`src/rtl/top_mem_inst.sv`:
```
// Instruction memory with a clock-manager style lock generator gating all accesses.
// Optional macro TOP_MEM_INST_WR_FWD_EN: same-edge same-address read returns the new write data.
module top_mem_inst #(
  parameter int NB_DATA     = 32,
  parameter int ADDRWIDTH   = 7,
  parameter int LOCK_CYCLES = 16
) (
  input  logic                 clock_i,
  input  logic                 reset_i,
  input  logic                 reset_wz_i,
  input  logic [NB_DATA-1:0]   inst_load_i,
  input  logic [ADDRWIDTH-1:0] wr_addr_i,
  input  logic                 en_read_i,
  input  logic                 en_write_i,
  output logic [NB_DATA-1:0]   instruction_o,
  output logic                 locked_o
);

  localparam int         DEPTH    = 1 << ADDRWIDTH;
  localparam logic [7:0] LOCK_VAL = 8'(LOCK_CYCLES);

  logic [7:0]         lock_cnt_q, lock_cnt_d;
  logic               locked_q, locked_d;
  logic [NB_DATA-1:0] instruction_q, instruction_d;
  logic [NB_DATA-1:0] rd_word;
  logic               wr_en, rd_en;

  logic [NB_DATA-1:0] mem [DEPTH];

  // Counting with '<' keeps the counter saturating even from an arbitrary power-up value.
  always_comb begin
    lock_cnt_d = lock_cnt_q;
    if (reset_wz_i) begin
      lock_cnt_d = 8'd0;
    end else if (lock_cnt_q < LOCK_VAL) begin
      lock_cnt_d = lock_cnt_q + 8'd1;
    end else begin
      lock_cnt_d = LOCK_VAL;
    end
    locked_d = !reset_wz_i && (lock_cnt_d == LOCK_VAL);
  end

  assign wr_en = locked_q && !reset_i && en_write_i;
  assign rd_en = locked_q && !reset_i && en_read_i;

`ifdef TOP_MEM_INST_WR_FWD_EN
  assign rd_word = wr_en ? inst_load_i : mem[wr_addr_i];
`else
  assign rd_word = mem[wr_addr_i];
`endif

  always_comb begin
    instruction_d = instruction_q;
    if (reset_i) begin
      instruction_d = '0;
    end else if (rd_en) begin
      instruction_d = rd_word;
    end
  end

  always_ff @(posedge clock_i) begin
    lock_cnt_q    <= lock_cnt_d;
    locked_q      <= locked_d;
    instruction_q <= instruction_d;
  end

  // Memory has no reset so it maps onto block RAM; contents survive both resets.
  always_ff @(posedge clock_i) begin
    if (wr_en) begin
      mem[wr_addr_i] <= inst_load_i;
    end
  end

  assign instruction_o = instruction_q;
  assign locked_o      = locked_q;

endmodule

```
`config.mk`:
```
export PLATFORM = sky130hd
export DESIGN_NAME = top_mem_inst
export DESIGN_NICKNAME = d
export VERILOG_FILES = /design/src/rtl/top_mem_inst.sv
export SDC_FILE = /design/constraint.sdc
export NUM_CORES = 2
export LEC_CHECK = 0
export ABC_CLOCK_PERIOD_IN_PS = 4500
export CAP_MARGIN = 20
export CORE_AREA = 5 5 532 534
export DETAILED_ROUTE_END_ITERATION = 16
export DIE_AREA = 0 0 537 539
export GPL_ROUTABILITY_DRIVEN = 0
export HOLD_SLACK_MARGIN = 0.1
export MAX_ROUTING_LAYER = met4
export PLACE_DENSITY = 0.77
export SLEW_MARGIN = 0
export SYNTH_ARGS = -nofsm -noshare
export SYNTH_HDL_FRONTEND = slang
export SYNTH_SLANG_ARGS = --single-unit
```
`constraint.sdc`:
```
create_clock -name clock_i -period 4.5 [get_ports clock_i]
set_input_delay 0.9 -clock clock_i [delete_from_list [all_inputs] [get_ports clock_i]]
set_output_delay 0.9 -clock clock_i [all_outputs]
set_load 0.05 [all_outputs]
```
# [Word level (Yosys, flattened, before mapping)]
# Memory sizes are Yosys's and may differ from the RTL's. A register that Yosys moved wholly into a read port is not among the register bits.
# Index checks and enable logic that the tools add are counted.
# Widths: inputs -> output; s select.
[totals] n_memories=1 word_cells=16 mem_bits_rw=4096 regBits=9 out_inout_bits=33
[mem_list] name="mem" depth=128 width=32 rd=1 rd_clocked_by_memory_dff=1 wr=1 line_no="28" text="logic [NB_DATA-1:0] mem [DEPTH];"
[op_classes] eq_ne=1 add_sub_neg=1 n_lt_le_gt_ge=1 mux=4 n_reduce_logical=6
[op_table] cell="$mux 8" n=2
[op_table] cell="$add 8x1->8 const B" n=1
[op_table] cell="$eq 8x5->1 const B" n=1
[op_table] cell="$lt 8x5->1 const B" n=1
[op_table] cell="$logic_and 1x1->1" n=4
[op_table] cell="$logic_not 1->1" n=2
[op_table] cell="$mux 1" n=2

# [Logic depth before layout (Yosys ltp)]
[depth] ltp_word=5 ltp_mapped=13 depth_no_buf=7

# [Worst setup path before layout]
# Ideal clock, no wire load.
[synth_path] kind="input to register" from="input port wr_addr_i[4]" to="memory mem[80][0], enable pin" path_stages=7 setup_ps=461 t_arrival_ps=4397 path_slack_ps=-358 required_ps=4039 cell_sequence="nor2b_1 > clkbuf_1 > buf_2 > clkbuf_1 > buf_2 > nand3_1 > nor3_1"
[synth_lines] element="start, declared" line_no="12" text="input logic [ADDRWIDTH-1:0] wr_addr_i,"
[synth_lines] element="end, declared" line_no="28"
# Straight into the memory's write port.

==> qor.txt <==
Status = completed
Cell depth of the worst hold path = 1
Count of pins over their slew limit = 0
Wire per inst = 38.0 um
Critical Path RT = 5.37 ns
CTS tree = yes
Worst skew pair latency = 1.01 ns
MaxCap Viol Count = 0
Largest net degree at the start of global routing = 121
DP Cell Count = 12,100
Layout cell share with drive strength beyond 1 = 0.209
CP startpoint = wr_addr_i[2]
Critical path depth = 9
Synthesis-to-finish area growth = 14.3%
Asr flop ratio synth = 0
Initial Utilization = 0.567
Slowest cell on crit path = nor2b_4
Setup TNS after final layout = 0 ns
# setup viols final = 0
Fin crit period = 3.75 ns
Commonest non-fill, non-tap cell in the layout = edfxtp_1
Worst vdd ir = 0.000428 V
TritonRoute pass-1 iters = 9
Routed WL = 488 mm
Synth unique cells = 82
Fin util = 0.648
Setup bufs post-CTS = 0
Initial drt markers = 18,500
Crit. End Element = register
Clock transition at path regs = 0.06 ns
Global-route wire length before repair = 682 mm
RSZ-0062 raised after global routing = false
Post-synthesis sequential area ratio = 0.786
Slowest stage delay, CP = 0.97 ns
Vias per inst = 7.24
Antenna-violating nets left = 0
CP cell instances = buf_8 -> nor2b_4 -> buf_4 -> a22oi_1 -> o221ai_1 -> a21o_1 -> o31a_1 -> a31oi_1 -> a31oi_1
Clock skew = 0.0710 ns
Startpoint Class = input pin
CTS sink cnt = 4,137
# IOs = 77
Die Ht = 539 um
Core Area = 0.278 mm^2
Antenna violations before repair = 43
Hold Path Class = input pin to register
Yosys warnings = 0
Post-Syn Area = 0.157 mm^2
Post-layout power = 79.7 mW
Endpoints failing hold = 0
Die W = 537 um
Register area = 0.124 mm^2
DR vias = 92,800
Synthesized flop and latch total = 4,137
FP Rows = 194
Slew @ Worst Pin = 1.33 ns
Tcrit/Tclk final = 0.832
Max Root-Sink Buffers = 4
CTS buffer count = 404
Hold bufs inserted after CTS = 0
Slew margin rel. = 0.113
Fill cell count = 17,200
Most frequent CP cell = a31oi_1
Cell Count, Final, Fillers Out = 12,800
Dominant synthesized flop cell = edfxtp_1
Drt drc = 0
Area of the multi-input gates = 0.0315 mm^2
Largest delay share family, worst path = compound AO/OA/AOI/OAI gates
Post-route setup slack = 0.754 ns
Nets = 8,789
Arr. time, crit path = 4.62 ns
HP Start = inst_load_i[27]
Post-cts sizing count = 0
Number of synthesized flops with an enable pin = 4,096
IO Port Bufs = 76
Leak = 56.7 nW
Max H-tree Level = 5
FF-to-FF Start = mem[18][23]$_DFFE_PP_
Dpl hpwl = 285 mm
Global route total overflow = 0
Most frequent cells in the layout = edfxtp_1, a221oi_1, buf_4
Worst path bufs/invs = 2
Die area = 0.289 mm^2
Crit Path Class = input pin to register
Clock tree root driver cell = clkbuf_16
Worst reg-to-reg setup slack = 1.28 ns
Max frequency = 267 MHz
Number of global-route vias before repair = 91,000
Global router's overall resource usage = 0.343
Pre-CTS setup slack = 0.0467 ns
Power per cell area = 443 mW/mm^2
Syn Inst Count = 8,206
Post-Syn Area per Cell = 19.2 um^2
Crit path max fanout = 42
R2R depth = 8
[synth_stat cells, drive strengths merged (13+ instances only)]
master   instances  area share
edfxtp        4096        0.78
a221oi         560       0.031
buf            406       0.017
nor2           369      0.0089
mux4           362       0.052
mux2i          359       0.023
a21oi          258      0.0082
o21ai          225      0.0072
nand2          223      0.0053
clkbuf         177      0.0042
a22oi          159      0.0076
o221ai         108      0.0060
mux2           105      0.0075
o22ai          103      0.0041
a221o           93      0.0059
nor3            53      0.0017
a31oi           45      0.0018
nand3           42      0.0013
dfxtp           41      0.0052
o211ai          41      0.0020
a2111oi         33      0.0019
a211oi          33      0.0016
nor4            33      0.0014
a22o            32      0.0018
o221a           21      0.0015
nand2b          18     0.00072
or3             15     0.00060
and2            14     0.00056
o2111ai         14     0.00078
a311oi          13     0.00072
o31ai           13     0.00062
[cell type report]
type	count	area share
sequential	4137	0.688
multi-input combinational	3481	0.175
clock buffer	505	0.0592
timing repair buffer	713	0.0414
tap	3724	0.0259
clock inverter	202	0.00986
antenna	57	0.000792
inverter	7	0.000215
[registers in the layout, indices dropped and copies added (netlist names)]
register,cells
locked_o,1
lock_cnt_q,8
mem,4096
instruction_o,32
[cell families (layout without fill, tap and decap cells)]
family,Yosys count,count (layout),share of synthesized area
AOI/OAI and AO/OA,1822,1822,0.0869
and+or+nand+nor,827,827,0.0232
xor gates and xnor gates,2,2,0.000111
adders and majority gates,1,1,0.0000794
other,1,60,0.0000238
buffers and inverters,590,1427,0.0214
DFF,4137,4137,0.786
muxes,826,826,0.0821
[report_power, final]
part,total [mW],switching [mW],internal [mW]
registers,42.5,0.0765,42.4
logic,4.78,3.40,1.39
clock network,32.5,14.0,18.5
[routing by layer]
metal | up-vias | part of all wire | GRT usage
li1 | 35600 | - | -
met1 | 46400 | 0.31 | 0.427
met2 | 9130 | 0.44 | 0.487
met3 | 1678 | 0.17 | 0.134
met4 | 0 | 0.068 | 0.187
met5 | - | 0 | -
[metrics by stage]
stage	cell area, um^2	hold WS, ns
finish	180000	0.204
CTS	180000	0.139
global placement	167000	0.436
detailed placement	167000	0.489
global route	180000	0.180
floorplan	158000	0.430
[path summary, 6_finish.rpt]
kind	end
setup / recovery	instruction_o[0]$_SDFFE_PP0P_
hold / removal	mem[114][27]$_DFFE_PP_
setup reg to reg	instruction_o[23]$_SDFFE_PP0P_
hold reg to reg	lock_cnt_q[0]$_DFF_P_
Note: power is estimated with default switching activity, not from simulation.
